<file path="src/rtl/bin_div_seq_pkg.sv">
//==============================================================================
// bin_div_seq_pkg: FSM state encoding and divide-by-zero constant. Rev 1.0
//==============================================================================
`default_nettype none

package bin_div_seq_pkg;

  // Explicit 2-bit encoding so the bench scoreboard and the RTL share one source.
  typedef enum logic [1:0] {
    S_IDLE = 2'd0,
    S_RUN  = 2'd1,
    S_DONE = 2'd2
  } state_e;

  // Replicated to N bits to form the all-ones divide-by-zero quotient.
  localparam logic DBZ_Q_BIT = 1'b1;

endpackage : bin_div_seq_pkg

`default_nettype wire

</file>
<file path="src/rtl/bin_div_seq_div_step.sv">
//==============================================================================
// div_step: one restoring shift-subtract iteration, {R, A, D} -> {R', A'}. Rev 1.0
//==============================================================================
`default_nettype none

module div_step #(
  parameter int N = 8
) (
  input  logic [N:0]   r_i,
  input  logic [N-1:0] a_i,
  input  logic [N-1:0] d_i,
  output logic [N:0]   r_o,
  output logic [N-1:0] a_o
);

  logic [N:0] w_rs;
  logic [N:0] w_t;

  assign w_rs = {r_i[N-1:0], a_i[N-1]};
  assign w_t  = w_rs - {1'b0, d_i};

  // A borrow out of the trial subtraction means the divisor did not fit: restore.
  always_comb begin
    if (!w_t[N]) begin
      r_o = w_t;
      a_o = {a_i[N-2:0], 1'b1};
    end else begin
      r_o = w_rs;
      a_o = {a_i[N-2:0], 1'b0};
    end
  end

endmodule : div_step

`default_nettype wire

</file>
<file path="src/rtl/bin_div_seq.sv">
//==============================================================================
// bin_div_seq: sequential restoring divider, one quotient bit per clock. Rev 1.0
//==============================================================================
`default_nettype none

module bin_div_seq #(
  parameter int N = 8
) (
  input  logic         clk,
  input  logic         rst,
  input  logic         start,
  input  logic [N-1:0] Dividend,
  input  logic [N-1:0] Divisor,
  output logic         busy,
  output logic         done,
  output logic [N-1:0] Quotient,
  output logic [N-1:0] Remainder,
  output logic         div_by_zero
);

  import bin_div_seq_pkg::*;

  localparam int CW = $clog2(N);

  state_e         state_q, state_d;
  logic [CW-1:0]  cnt_q, cnt_d;
  logic [N-1:0]   a_q, a_d;
  logic [N-1:0]   dvs_q, dvs_d;
  logic [N:0]     r_q, r_d;
  logic           done_q, done_d;
  logic [N-1:0]   quo_q, quo_d;
  logic [N-1:0]   rem_q, rem_d;
  logic           dbz_q, dbz_d;

  logic [N:0]     step_r;
  logic [N-1:0]   step_a;

  div_step #(.N(N)) u_step (
    .r_i (r_q),
    .a_i (a_q),
    .d_i (dvs_q),
    .r_o (step_r),
    .a_o (step_a)
  );

  always_ff @(posedge clk) begin
    if (rst) begin
      state_q <= S_IDLE;
      cnt_q   <= '0;
      a_q     <= '0;
      dvs_q   <= '0;
      r_q     <= '0;
      done_q  <= 1'b0;
      quo_q   <= '0;
      rem_q   <= '0;
      dbz_q   <= 1'b0;
    end else begin
      state_q <= state_d;
      cnt_q   <= cnt_d;
      a_q     <= a_d;
      dvs_q   <= dvs_d;
      r_q     <= r_d;
      done_q  <= done_d;
      quo_q   <= quo_d;
      rem_q   <= rem_d;
      dbz_q   <= dbz_d;
    end
  end

  always_comb begin
    state_d = state_q;
    cnt_d   = cnt_q;
    a_d     = a_q;
    dvs_d   = dvs_q;
    r_d     = r_q;
    done_d  = 1'b0;
    quo_d   = quo_q;
    rem_d   = rem_q;
    dbz_d   = dbz_q;
    case (state_q)
      S_IDLE: begin
        if (start) begin
          a_d     = Dividend;
          dvs_d   = Divisor;
          r_d     = '0;
          cnt_d   = '0;
          // A zero divisor skips iteration entirely; A keeps the dividend for the remainder.
          state_d = (Divisor == '0) ? S_DONE : S_RUN;
        end
      end
      S_RUN: begin
        a_d   = step_a;
        r_d   = step_r;
        cnt_d = cnt_q + CW'(1);
        if (cnt_q == CW'(N - 1)) begin
          state_d = S_DONE;
        end
      end
      S_DONE: begin
        done_d  = 1'b1;
        state_d = S_IDLE;
        if (dvs_q == '0) begin
          quo_d = {N{DBZ_Q_BIT}};
          rem_d = a_q;
          dbz_d = 1'b1;
        end else begin
          quo_d = a_q;
          rem_d = r_q[N-1:0];
          dbz_d = 1'b0;
        end
      end
      default: state_d = S_IDLE;
    endcase
  end

  assign busy        = (state_q != S_IDLE);
  assign done        = done_q;
  assign Quotient    = quo_q;
  assign Remainder   = rem_q;
  assign div_by_zero = dbz_q;

endmodule : bin_div_seq

`default_nettype wire

</file>
<file path="config.mk">
export PLATFORM = sky130hd
export DESIGN_NAME = bin_div_seq
export DESIGN_NICKNAME = d
export VERILOG_FILES = /design/src/rtl/bin_div_seq_pkg.sv /design/src/rtl/bin_div_seq_div_step.sv /design/src/rtl/bin_div_seq.sv
export SDC_FILE = /design/constraint.sdc
export NUM_CORES = 1
export LEC_CHECK = 0
export ABC_AREA = 0
export BUFFER_PORTS_ARGS = -buffer_cell sky130_fd_sc_hd__buf_2
export CORE_UTILIZATION = 35
export CTS_BUF_LIST = sky130_fd_sc_hd__clkbuf_8 sky130_fd_sc_hd__clkbuf_16
export CTS_CLUSTER_SIZE = 30
export DETAILED_ROUTE_END_ITERATION = 7
export SYNTH_ARGS = -nofsm -noshare
export SYNTH_HDL_FRONTEND = slang
export SYNTH_HIERARCHICAL = 1
export SYNTH_SLANG_ARGS = --single-unit
</file>
<file path="constraint.sdc">
create_clock -name clk -period 4.8 [get_ports clk]
set_input_delay 0.24 -clock clk [delete_from_list [all_inputs] [get_ports clk]]
set_output_delay 0.24 -clock clk [all_outputs]
set_load 0.03 [all_outputs]
</file>
==> reports/qor.csv <==
stage,metric,value,unit
die,rows,30,
pwr,power.density,362.8,nW/um^2
route,routed_via_density,5.097,
yosys,post_synth.cell_area_avg,8.992,sq um
sta,period_share,61.01,%
layout,syn2layout_area_growth,9.510,%
setup_path,critPathCaptureType,register,
clocking,cts_made_buffers,5,
sta,drv_slew,0,
setup_path,cp_cell_sequence,"inv_1, ha_1, fa_1, nor2b_4, o31a_1, o21ai_0, a21oi_1, ha_1, inv_1, nor3_1, o21ai_0, nand3_1, a22oi_1, nor2_1",
clocking,htree_levels,2,
clocking,cts_root_buffer,clkbuf_8,
clocking,post_cts_resized,0,
setup_path,crit_arrival,3.10,ns
setup_path,r2r_end,r_q[6]$_SDFFE_PP0P_,
route,drt-total-wl,5703,microns
die,io_pins,38,
layout,fin_nets,327,
sta,max_slew_margin,32.82,%
die,die-area,7485,sq um
setup_path,cp.required,4.97,ns
sta,worst_clock_skew,0.01485,ns
global_route,grt_pass1_wl,9370,microns
die,coreArea,6832,sq um
pwr,peakVddDrop,174.9,uV
setup_path,timing.rr.start,a_q[7]$_SDFFE_PP0P_,
yosys,synth_area,2500,sq um
setup_path,worstPathMaxFanout,13,
die,die_w,86.52,microns
clocking,clkSinkCount,47,
layout,regArea,940.9,sq um
layout,fillers,739,
clocking,clk_latency,0.32,ns
min_path,hold_path.class,input port to register,
global_route,antenna_found_initial,0,
setup_path,cp-start-kind,register,
setup_path,slowest_stage,fa_1,
layout,drive_above_1_share,18.52,%
route,wl_per_cell,14.51,microns
setup_path,cp-endpoint,r_q[6]$_SDFFE_PP0P_,
die,start_util,36.59,%
global_route,grt_pass1_vias,1872,
yosys,synthCells,278,
run,maxCapViolations,0,
clocking,cts_hold_buf,0,
place,io_buffers,37,
sta,fmax,0.3415,GHz
place,place_congestion,0.8654,
setup_path,path_class,register to register,
setup_path,reg2reg_depth,14,
layout,multiInputGateArea,1339,sq um
sta,tns,0,ns
clocking,post_cts_buffers,0,
setup_path,reg2reg_slack,1.87,ns
route,drtIter0Drc,131,
yosys,syn_nets,309,
clocking,cts_tree,built,
route,final_antenna_net_count,0,
pwr,total_power,0.9931,mW
route,drtPass1Iterations,4,
sta,worstMarginPinSlew,0.9993,ns
yosys,yosys_warnings,6,
clocking,clkTransAtPathRegs,0.10,ns
sta,setup_violations,0,
global_route,grt_max_degree,48,
clocking,cts.path.max_buffers,2,
setup_path,max_stage_delay,0.44,ns
setup_path,critPathLaunch,a_q[7]$_SDFFE_PP0P_,
global_route,grt.total_usage,16.17,%
die,die_h,86.52,microns
place,dp_hpwl,4088,microns
layout,antenna_cells,0,
pwr,p_leak,1.180,nW
sta,final-hold-violation-count,0,
sta,period_minus_slack,2.928,ns
global_route,grt_overflow,0,
status,status,"finished, final reports clean",
sta,rsz0062_at_grt,no,
route,drc_errors,0,
route,vias,2003,
[state kept, by name (all words and copies together), names as in the netlist]
register and count:
dvs_q 8, cnt_q 3, r_q 8, Remainder 8
Quotient 8, done 1, a_q 8, state_q 2
div_by_zero 1
[worst min path at each step]
stage / from / end / slack (ns) / cells after the start
final: Divisor[1] / dvs_q[1]$_SDFFE_PP0P_ / 0.18 / 3
after global routing: Divisor[3] / dvs_q[3]$_SDFFE_PP0P_ / 0.19 / 3
after CTS: Divisor[1] / dvs_q[1]$_SDFFE_PP0P_ / 0.18 / 3
after detailed placement: div_by_zero$_SDFFE_PP0P_ / div_by_zero$_SDFFE_PP0P_ / 0.47 / 2
after global placement: div_by_zero$_SDFFE_PP0P_ / div_by_zero$_SDFFE_PP0P_ / 0.46 / 2
after floorplan: Divisor[0] / dvs_q[0]$_SDFFE_PP0P_ / 0.39 / 2
[layer usage]
metal | GRT usage [%] | up-vias | wire, microns
li1 | - | 1031 | -
met1 | 21.92 | 933 | 2816
met2 | 25.76 | 31 | 2640
met3 | 3.333 | 8 | 153
met4 | 5.152 | 0 | 93
met5 | 0 | - | 0
[through the flow]
| stage | cell area, sq um | setup WS (ns) | cells | hold slack (ns) | util [%] |
|---|---|---|---|---|---|
| 2_1_floorplan | 2500 | 2.189 | 278 | 0.3872 | - |
| 3_3_place_gp | 2641 | 1.972 | 385 | 0.4599 | 38.66 |
| 3_5_place_dp | 2641 | 1.895 | 385 | 0.4671 | 38.66 |
| 4_1_cts | 2738 | 1.879 | 393 | 0.1756 | 40.07 |
| 5_1_grt | 2738 | 1.553 | 393 | 0.1921 | 40.07 |
| 6_report | 2738 | 1.872 | 393 | 0.1837 | 40.07 |
[area by class of cell]
type | instances | area share (%)
Multi-Input combinational cell | 192 | 48.90
Clock inverter | 3 | 1.005
Tap cell | 96 | 4.388
Clock buffer | 5 | 2.514
Timing Repair Buffer | 39 | 7.313
Inverter | 11 | 1.508
Sequential cell | 47 | 34.37
[worst max-delay path: cells and delay by family, from the launching register on]
family | cells | cell delay, ns
buf+inv | 2 | 0.31
compound gates | 5 | 0.67
simple gates | 4 | 0.34
flops | 1 | 0.40
fa+ha+maj | 3 | 1.06
[where the power goes]
| part | internal [mW] | switching (mW) | total, mW |
|---|---|---|---|
| clock | 0.108 | 0.156 | 0.264 |
| combinational | 0.126 | 0.168 | 0.294 |
| sequential | 0.411 | 0.0236 | 0.435 |
| total | 0.646 | 0.347 | 0.993 |
[cell usage in the layout, fill, tap and decap left out, drive strengths merged, types with 3 or more instances in the layout]
cell type   n
a211oi     33
a21oi       8
a22oi      10
buf        39
clkbuf      5
dfxtp      47
ha         11
inv        13
mux2i      20
nand2       5
nor2       50
nor2b       4
nor3        3
nor4        4
o21a        4
o21ai       6
o21bai      9
Note: power is estimated with default switching activity, not from simulation.
